**src/rtl/hpm_overflow_irq_pkg.sv**
```systemverilog
// Shared constants and types for the HPM overflow/LCOFI block.
// Holds the CSR addresses it owns, the request state encoding and a counter sizing helper.
package hpm_overflow_irq_pkg;

  localparam logic [11:0] CSR_SCOUNTOVF     = 12'hDA0;
  localparam logic [11:0] CSR_MHPM_EVENT_3  = 12'h323;
  localparam logic [11:0] CSR_MHPM_EVENT_3H = 12'h723;

  typedef enum logic [1:0] {
    HPM_IRQ_IDLE    = 2'd0,
    HPM_IRQ_PENDING = 2'd1,
    HPM_IRQ_HOLDOFF = 2'd2
  } hpm_irq_state_e;

  // A zero-length holdoff still needs a one-bit counter to keep the datapath legal.
  function automatic int unsigned hpm_cnt_width(input int unsigned holdoff);
    if (holdoff == 32'd0) begin
      return 32'd1;
    end else begin
      return $clog2(holdoff + 32'd1);
    end
  endfunction

endpackage

```
**src/rtl/hpm_overflow_irq_if.sv**
```systemverilog
// CSR bus shared with the HPM counter block: address, write strobe/data and OF-bit read data.
interface hpm_overflow_irq_if #(
  parameter int unsigned XLEN = 64
) ();

  logic [11:0]     addr;
  logic            we;
  logic [XLEN-1:0] wdata;
  logic [XLEN-1:0] rdata;

  modport master (output addr, output we, output wdata, input rdata);
  modport slave  (input addr, input we, input wdata, output rdata);

endinterface

```
**src/rtl/hpm_overflow_irq.sv**
```systemverilog
// Sticky per-counter overflow bits with OF-bit CSR reads/writes and the LCOFI request,
// including a holdoff window after each acknowledged interrupt.
module hpm_overflow_irq
  import hpm_overflow_irq_pkg::*;
#(
  parameter int unsigned XLEN          = 64,
  parameter int unsigned NumCounters   = 6,
  parameter int unsigned HoldoffCycles = 16
) (
  input  logic                   clk_i,
  input  logic                   rst_ni,
  input  logic                   debug_mode_i,
  input  logic [NumCounters-1:0] incr_i,
  input  logic [NumCounters-1:0] wrap_i,
  hpm_overflow_irq_if.slave      csr_bus,
  input  logic                   irq_ack_i,
  input  logic                   lcofip_clr_i,
  output logic [NumCounters-1:0] of_o,
  output logic                   irq_o
);

  localparam int unsigned     CntW     = hpm_cnt_width(HoldoffCycles);
  localparam logic [CntW-1:0] HoldLoad = (HoldoffCycles > 32'd0) ? CntW'(HoldoffCycles - 32'd1)
                                                                 : {CntW{1'b0}};
  // RV32 keeps OF in the high half of mhpmevent, so the owned window moves to 0x723.
  localparam logic [11:0]     EvtBase  = (XLEN == 32'd64) ? CSR_MHPM_EVENT_3 : CSR_MHPM_EVENT_3H;

  logic [NumCounters-1:0] of_q, of_d;
  logic [NumCounters-1:0] ovf_s;
  logic                   new_ovf_s;
  logic                   late_eff_s;
  hpm_irq_state_e         state_q, state_d;
  logic [CntW-1:0]        cnt_q, cnt_d;
  logic                   late_q, late_d;
  logic                   irq_q;
  logic [XLEN-1:0]        rdata_s;
  logic                   unused_wdata_s;

  // OF capture, CSR read/write decode and request state machine next-state.
  always_comb begin
    ovf_s      = incr_i & wrap_i & {NumCounters{~(debug_mode_i | csr_bus.we)}};
    new_ovf_s  = |(ovf_s & ~of_q);
    of_d       = of_q | ovf_s;
    rdata_s    = {XLEN{1'b0}};
    state_d    = state_q;
    cnt_d      = cnt_q;
    late_d     = late_q;
    late_eff_s = late_q & ~lcofip_clr_i;

    for (int unsigned k = 0; k < NumCounters; k++) begin
      if (csr_bus.addr == (EvtBase + 12'(k))) begin
        rdata_s[XLEN-1] = of_q[k];
        if (csr_bus.we) begin
          of_d[k] = csr_bus.wdata[XLEN-1];
        end else begin
          of_d[k] = of_q[k] | ovf_s[k];
        end
      end else begin
        rdata_s = rdata_s;
      end
    end

    if (csr_bus.addr == CSR_SCOUNTOVF) begin
      rdata_s[NumCounters+2:3] = of_q;
    end else begin
      rdata_s = rdata_s;
    end

    case (state_q)
      HPM_IRQ_IDLE: begin
        if (new_ovf_s) begin
          state_d = HPM_IRQ_PENDING;
        end else begin
          state_d = HPM_IRQ_IDLE;
        end
      end
      HPM_IRQ_PENDING: begin
        if (irq_ack_i) begin
          if (HoldoffCycles == 32'd0) begin
            state_d = new_ovf_s ? HPM_IRQ_PENDING : HPM_IRQ_IDLE;
          end else begin
            state_d = HPM_IRQ_HOLDOFF;
            cnt_d   = HoldLoad;
            late_d  = new_ovf_s;
          end
        end else if (lcofip_clr_i) begin
          state_d = HPM_IRQ_IDLE;
        end else begin
          state_d = HPM_IRQ_PENDING;
        end
      end
      HPM_IRQ_HOLDOFF: begin
        // Overflows during the window are remembered and replayed when it closes.
        if (cnt_q == {CntW{1'b0}}) begin
          state_d = (late_eff_s | new_ovf_s) ? HPM_IRQ_PENDING : HPM_IRQ_IDLE;
          late_d  = 1'b0;
        end else begin
          cnt_d  = cnt_q - {{(CntW-1){1'b0}}, 1'b1};
          late_d = late_eff_s | new_ovf_s;
        end
      end
      default: begin
        state_d = HPM_IRQ_IDLE;
        cnt_d   = {CntW{1'b0}};
        late_d  = 1'b0;
      end
    endcase
  end

  // State, OF bits and registered interrupt request.
  always_ff @(posedge clk_i) begin
    if (!rst_ni) begin
      of_q    <= {NumCounters{1'b0}};
      state_q <= HPM_IRQ_IDLE;
      cnt_q   <= {CntW{1'b0}};
      late_q  <= 1'b0;
      irq_q   <= 1'b0;
    end else begin
      of_q    <= of_d;
      state_q <= state_d;
      cnt_q   <= cnt_d;
      late_q  <= late_d;
      irq_q   <= (state_d == HPM_IRQ_PENDING);
    end
  end

  assign unused_wdata_s = ^csr_bus.wdata[XLEN-2:0];
  assign csr_bus.rdata  = rdata_s;
  assign of_o           = of_q;
  assign irq_o          = irq_q;

endmodule

```
**src/flat_wrapper.sv**
```systemverilog
// flat-port wrapper written by rule: the top's interface ports become plain ports
module hpm_overflow_irq_flat import hpm_overflow_irq_pkg::*;
#(
  parameter int unsigned XLEN          = 64,
  parameter int unsigned NumCounters   = 6,
  parameter int unsigned HoldoffCycles = 16
)
  (clk_i, rst_ni, debug_mode_i, incr_i, wrap_i, irq_ack_i, lcofip_clr_i, of_o, irq_o, csr_bus_addr, csr_bus_we, csr_bus_wdata, csr_bus_rdata);
  hpm_overflow_irq_if #(.XLEN(XLEN)) csr_bus_i ();
  input  logic clk_i;
  input  logic rst_ni;
  input  logic debug_mode_i;
  input  logic [NumCounters-1:0] incr_i;
  input  logic [NumCounters-1:0] wrap_i;
  input  logic irq_ack_i;
  input  logic lcofip_clr_i;
  output logic [NumCounters-1:0] of_o;
  output logic irq_o;
  input wire logic [$bits(csr_bus_i.addr)-1:0] csr_bus_addr;
  input wire logic [$bits(csr_bus_i.we)-1:0] csr_bus_we;
  input wire logic [$bits(csr_bus_i.wdata)-1:0] csr_bus_wdata;
  output wire logic [$bits(csr_bus_i.rdata)-1:0] csr_bus_rdata;
  assign csr_bus_i.addr = csr_bus_addr;
  assign csr_bus_i.we = csr_bus_we;
  assign csr_bus_i.wdata = csr_bus_wdata;
  assign csr_bus_rdata = csr_bus_i.rdata;
  hpm_overflow_irq #(.XLEN(XLEN), .NumCounters(NumCounters), .HoldoffCycles(HoldoffCycles)) u_core (.clk_i(clk_i), .rst_ni(rst_ni), .debug_mode_i(debug_mode_i), .incr_i(incr_i), .wrap_i(wrap_i), .csr_bus(csr_bus_i), .irq_ack_i(irq_ack_i), .lcofip_clr_i(lcofip_clr_i), .of_o(of_o), .irq_o(irq_o));
endmodule
```
**config.mk**
```make
export PLATFORM = sky130hd
export DESIGN_NAME = hpm_overflow_irq_flat
export DESIGN_NICKNAME = d
export VERILOG_FILES = /design/src/rtl/hpm_overflow_irq_pkg.sv /design/src/rtl/hpm_overflow_irq_if.sv /design/src/rtl/hpm_overflow_irq.sv /design/src/flat_wrapper.sv
export SDC_FILE = /design/constraint.sdc
export NUM_CORES = 1
export LEC_CHECK = 0
export CORE_MARGIN = 2
export CORE_UTILIZATION = 32
export DETAILED_ROUTE_END_ITERATION = 10
export PLACE_DENSITY_LB_ADDON = 0.08
export SYNTH_ARGS = -nofsm -noshare
export SYNTH_HDL_FRONTEND = slang
export SYNTH_SLANG_ARGS = --single-unit
```
**constraint.sdc**
```tcl
create_clock -name clk_i -period 3.15 [get_ports clk_i]
set_input_delay 0.63 -clock clk_i [delete_from_list [all_inputs] [get_ports clk_i]]
set_output_delay 0.63 -clock clk_i [all_outputs]
set_load 0.01 [all_outputs]
```
* Word level (Yosys, flattened, before mapping)
Index checks and enable logic that the tools add are counted.
Word-level totals: flip-flop bits (word level) 15, bits in latches 0, RAM bits 0, ROM bits 0, input bits 94, output and inout bits 71, logic and storage cells 71, memories 0
Operators by class: add/subtract/negate cells 1, $mul 0, div/mod/pow operators 0, magnitude comparators 0, equality and inequality tests 12, shift-type cells 0, mux-type cells 31, bitwise logic cells 17, reductions and logical operators 5
Operator list (count):
- $eq 12x10->1 const B | 6
- $mux 1 | 23
- $and 6x6->6 | 3
- $pmux 5 s3 | 1
- $eq 12x12->1 const B | 1
- $mux 5 | 2
- $or 1x1->1 | 8
- $mux 6 | 1
- $not 6->6 | 1
- $or 6x6->6 | 1
- $pmux 2 s3 | 1
- $reduce_or 6->1 | 1
- $logic_not 5->1 | 1
- $sub 5x1->5 const B | 1
- $eq 2x1->1 const B | 2
- $mux 2 | 2
- $ne 2x2->1 const B | 2
- $not 1->1 | 3
- $pmux 1 s3 | 1
- $reduce_and 3->1 | 1
- $eq 2x2->1 const B | 1
- $logic_not 2->1 | 1
- $reduce_and 2->1 | 1
- $and 1x1->1 | 1

* Logic depth before layout (Yosys ltp)
depth in word-level cells 10, mapped depth 7, gate-level depth less buffers 6

* Worst setup path after synthesis
Ideal clock, no wire load.
kind in2out, from in csr_bus_addr[0], to out csr_bus_rdata[63], arrival 1527 ps, required time 2520 ps, slack 993 ps, stages 4, buffers on the path 1, cell sequence clkbuf_1 > nor4b_1 > nand2_1 > a31oi_1
On the way: word-level cells in the longest chain between the ends 7, elaborated cells on any way between the ends 12, classes of those cells eq/ne: 6; mux: 6
RTL lines:
- start, declared | line flat_wrapper.sv:19 | input wire logic [$bits(csr_bus_i.addr)-1:0] csr_bus_addr;
- $eq 12x10->1 | line hpm_overflow_irq.sv:51 | if (csr_bus.addr == (EvtBase + 12'(k))) begin
- $mux 1 (5 in series) | line hpm_overflow_irq.sv:51
- $mux 1 (*) | line hpm_overflow_irq.sv:51
- end, declared | line flat_wrapper.sv:22 | output wire logic [$bits(csr_bus_i.rdata)-1:0] csr_bus_rdata;
Every way passes the cells marked *; elsewhere a longest branch is shown, timed or not.

* Worst setup path in the final report
from in csr_bus_addr[3], to out csr_bus_rdata[63]
The elaborated chain is that of the path after synthesis.

==> results.json <==
{
  "r2r_end": "u_core.cnt_q[1]",
  "reg2reg_from": "u_core.state_q[1]",
  "hpwl_um": 2850,
  "worstPathCellList": "clkdlybuf4s50_1, nor4b_1, nand2_1, a31oi_1, clkdlybuf4s50_1",
  "clock_latency_ns": 0.25,
  "cpPeakStageDelay_ns": 0.57,
  "crit_end": "csr_bus_rdata[63]",
  "vias": 1367,
  "crit_top_cell": "clkdlybuf4s50_1",
  "clk_path_buf_depth": 2,
  "top_usage_layer": "met2",
  "antenna_found_initial": 0,
  "end_kind": "primary output",
  "synthToLayoutAreaGrowth_pct": 22.0,
  "fmax_ghz": 0.327,
  "startpoint": "csr_bus_addr[3]",
  "drc": 0,
  "synth_xor_area_frac": 0.00531,
  "finalWorstSetupSlack_ns": 0.0929,
  "reg2reg_depth": 6,
  "clock_sinks": 15,
  "coreArea_um2": 5040,
  "worstPathMaxFanout": 5,
  "grt_max_degree": 12,
  "hold_viol_final": 0,
  "htree_levels": 1,
  "vias_per_cell": 4.34,
  "synth_cell_types": 52,
  "peakVddDrop_mv": 0.113,
  "pin_count": 165,
  "grt_overflow": 0,
  "postCtsResizedCells": 0,
  "critical_path_arrival_ns": 2.43,
  "whs_path_depth": 2,
  "ys_ff_latch": 15,
  "nets": 346,
  "grt.met3_usage": 0.0370,
  "seq_area_frac_synth": 0.182,
  "power.density_nw_per_um2": 260,
  "grtUsageMet2": 0.213,
  "tritoncts": "built",
  "tns_ns": 0,
  "grtUsageMet1": 0.165,
  "ys_warn_count": 0,
  "hold_class": "reg2reg",
  "die_w_um": 75.8,
  "dr.pass1.iters": 4,
  "slew_violations": 0,
  "drtIter0Drc": 60,
  "die-area_um2": 5750,
  "ys.flop_type": "dfxtp_1",
  "report.power.total_mw": 0.524,
  "synth-simple-area-share": 0.290,
  "grt_setup_unrepaired": "no",
  "ant_nets": 0,
  "drt_wl_total_um": 3510,
  "crit_cells": 5,
  "grt_first_pass_wirelength_um": 5710,
  "critical_path_buf_inv_count": 2,
  "crit_slowest_cell": "clkdlybuf4s50_1",
  "antenna_cells": 0,
  "synth_top_family_by_area": "simple AND/OR/NAND/NOR gates",
  "start_kind": "input pin",
  "finalSetupViolations": 0,
  "avgSynthCellArea_um2": 8.29,
  "p_leak_nw": 0.822,
  "final_design_area_no_fill_um2": 2010,
  "muxShareOfSynthArea": 0.0250,
  "async_reset_ff_frac": 0,
  "row_count": 26,
  "cts_buffers": 3,
  "synthCells": 199,
  "fin_skew_ns": 0.00496,
  "post-cts-setup-buffers": 0,
  "pre_cts_ws_ns": 0.118,
  "fin_crit_sh": 0.971,
  "synthAdderAreaFrac": 0.0455,
  "crit_family": "buffers and inverters",
  "synth_edf_count": 0,
  "detailed_place.area_um2": 1970,
  "drive_above_1_share": 0.0776,
  "r2r_setup_slack_ns": 1.23,
  "status": "completed",
  "required_ns": 2.52,
  "final.min_clock_period_ns": 3.06,
  "critPathKind": "in2out",
  "synth_compound_area_frac": 0.162,
  "drv_cap": 0,
  "die_y_um": 75.8,
  "place.gp.congestion": 0.768,
  "final_cell_mix": "conb_1 (57), clkdlybuf4s50_1 (44), dfxtp_1 (15)",
  "clk_pin_slew_ns": 0.06,
  "syn_area_um2": 1650,
  "io_buffers": 44,
  "wl_per_cell_um": 11.1,
  "grtUsageTotal": 0.128,
  "initial_core_util": 0.327,
  "mostFrequentLayoutCell": "conb_1",
  "hold_buffers": 0,
  "grt_pass1_vias": 1242,
  "cts_root_buffer": "clkbuf_8"
}
Yosys cell counts, types with 2 or more instances:
| master | count | area, um^2 |
|---|---|---|
| nand3_1 | 5 | 25.0 |
| and3_1 | 2 | 12.5 |
| nor3b_1 | 2 | 15.0 |
| nand2_1 | 8 | 30.0 |
| inv_1 | 8 | 30.0 |
| nand4_1 | 4 | 25.0 |
| nor2b_1 | 6 | 37.5 |
| nor4b_2 | 2 | 30.0 |
| or2_2 | 2 | 12.5 |
| and2_1 | 7 | 43.8 |
| a21o_1 | 3 | 22.5 |
| nand4bb_1 | 6 | 67.6 |
| buf_4 | 57 | 428 |
| clkbuf_1 | 3 | 11.3 |
| dfxtp_1 | 15 | 300 |
| mux2i_1 | 3 | 30.0 |
| nor3_1 | 2 | 10.0 |
| nor2_1 | 8 | 30.0 |
| o311a_1 | 2 | 20.0 |
| o22ai_1 | 4 | 25.0 |
| a311oi_1 | 2 | 17.5 |
| nand2b_1 | 5 | 31.3 |
| ha_1 | 6 | 75.1 |
| a21oi_1 | 3 | 15.0 |
| nand3b_1 | 2 | 15.0 |
| o21ai_0 | 6 | 30.0 |
flip-flops by register name, indices dropped and copies added, names as in the netlist:
register	flops
u_core.of_o	6
u_core.state_q	2
u_core.irq_o	1
u_core.cnt_q	5
u_core.late_q	1
worst register-to-register path, cell delays in order (launching register included):
cell	delay, ns
dfxtp_1	0.40
inv_1	0.08
ha_1	0.28
nor2b_1	0.24
a211oi_4	0.41
mux2_1	0.36
nor2_1	0.08
how the worst min path moves through the flow:
| stage | endpoint | slack, ns | start |
|---|---|---|---|
| 2_1_floorplan | u_core.cnt_q[0] | 0.46 | u_core.cnt_q[0] |
| 3_3_place_gp | u_core.cnt_q[0] | 0.48 | u_core.cnt_q[0] |
| 3_5_place_dp | u_core.cnt_q[0] | 0.48 | u_core.cnt_q[0] |
| 4_1_cts | u_core.cnt_q[0] | 0.49 | u_core.cnt_q[0] |
| 5_1_grt | u_core.cnt_q[0] | 0.55 | u_core.cnt_q[0] |
| 6_report | u_core.cnt_q[0] | 0.50 | u_core.cnt_q[0] |
final cells by class:
class                      instances  area (um^2)
inverter                           8         30.0
clock inverter                     1         5.00
clock buffer                       3         41.3
multi-input combinational        171         1090
fill                             528         3030
sequential                        15          300
tap                               70         87.6
timing repair buffer              47          463
cell families after synthesis:
family	Yosys count
simple gates	69
buf+inv	69
compound gates	34
flops	15
fa+ha+maj	6
mux	4
other cells	1
xor+xnor	1
per-stage QoR:
| stage | instances | util | hold WS [ns] |
|---|---|---|---|
| 4_1_cts | 315 | 0.399 | 0.492 |
| 5_1_grt | 315 | 0.399 | 0.546 |
| 6_report | 315 | 0.399 | 0.497 |
| 3_5_place_dp | 311 | 0.390 | 0.482 |
| 3_3_place_gp | 311 | 0.390 | 0.482 |
| 2_1_floorplan | 255 | - | 0.463 |
report_power, final:
| group | internal (mW) | total [mW] | switching, mW |
|---|---|---|---|
| Combinational | 0.0731 | 0.159 | 0.0854 |
| Clock | 0.0876 | 0.161 | 0.0729 |
| Sequential | 0.197 | 0.205 | 0.00783 |
metal layers:
layer  wire (um)  part of all wire  vias up
met5           0                 0        -
met1        1560              0.44      623
met2        1690              0.48       60
met3         245             0.070        2
li1            -                 -      682
met4          11            0.0031        0
No activity file was read; power rests on OpenSTA's default activity.
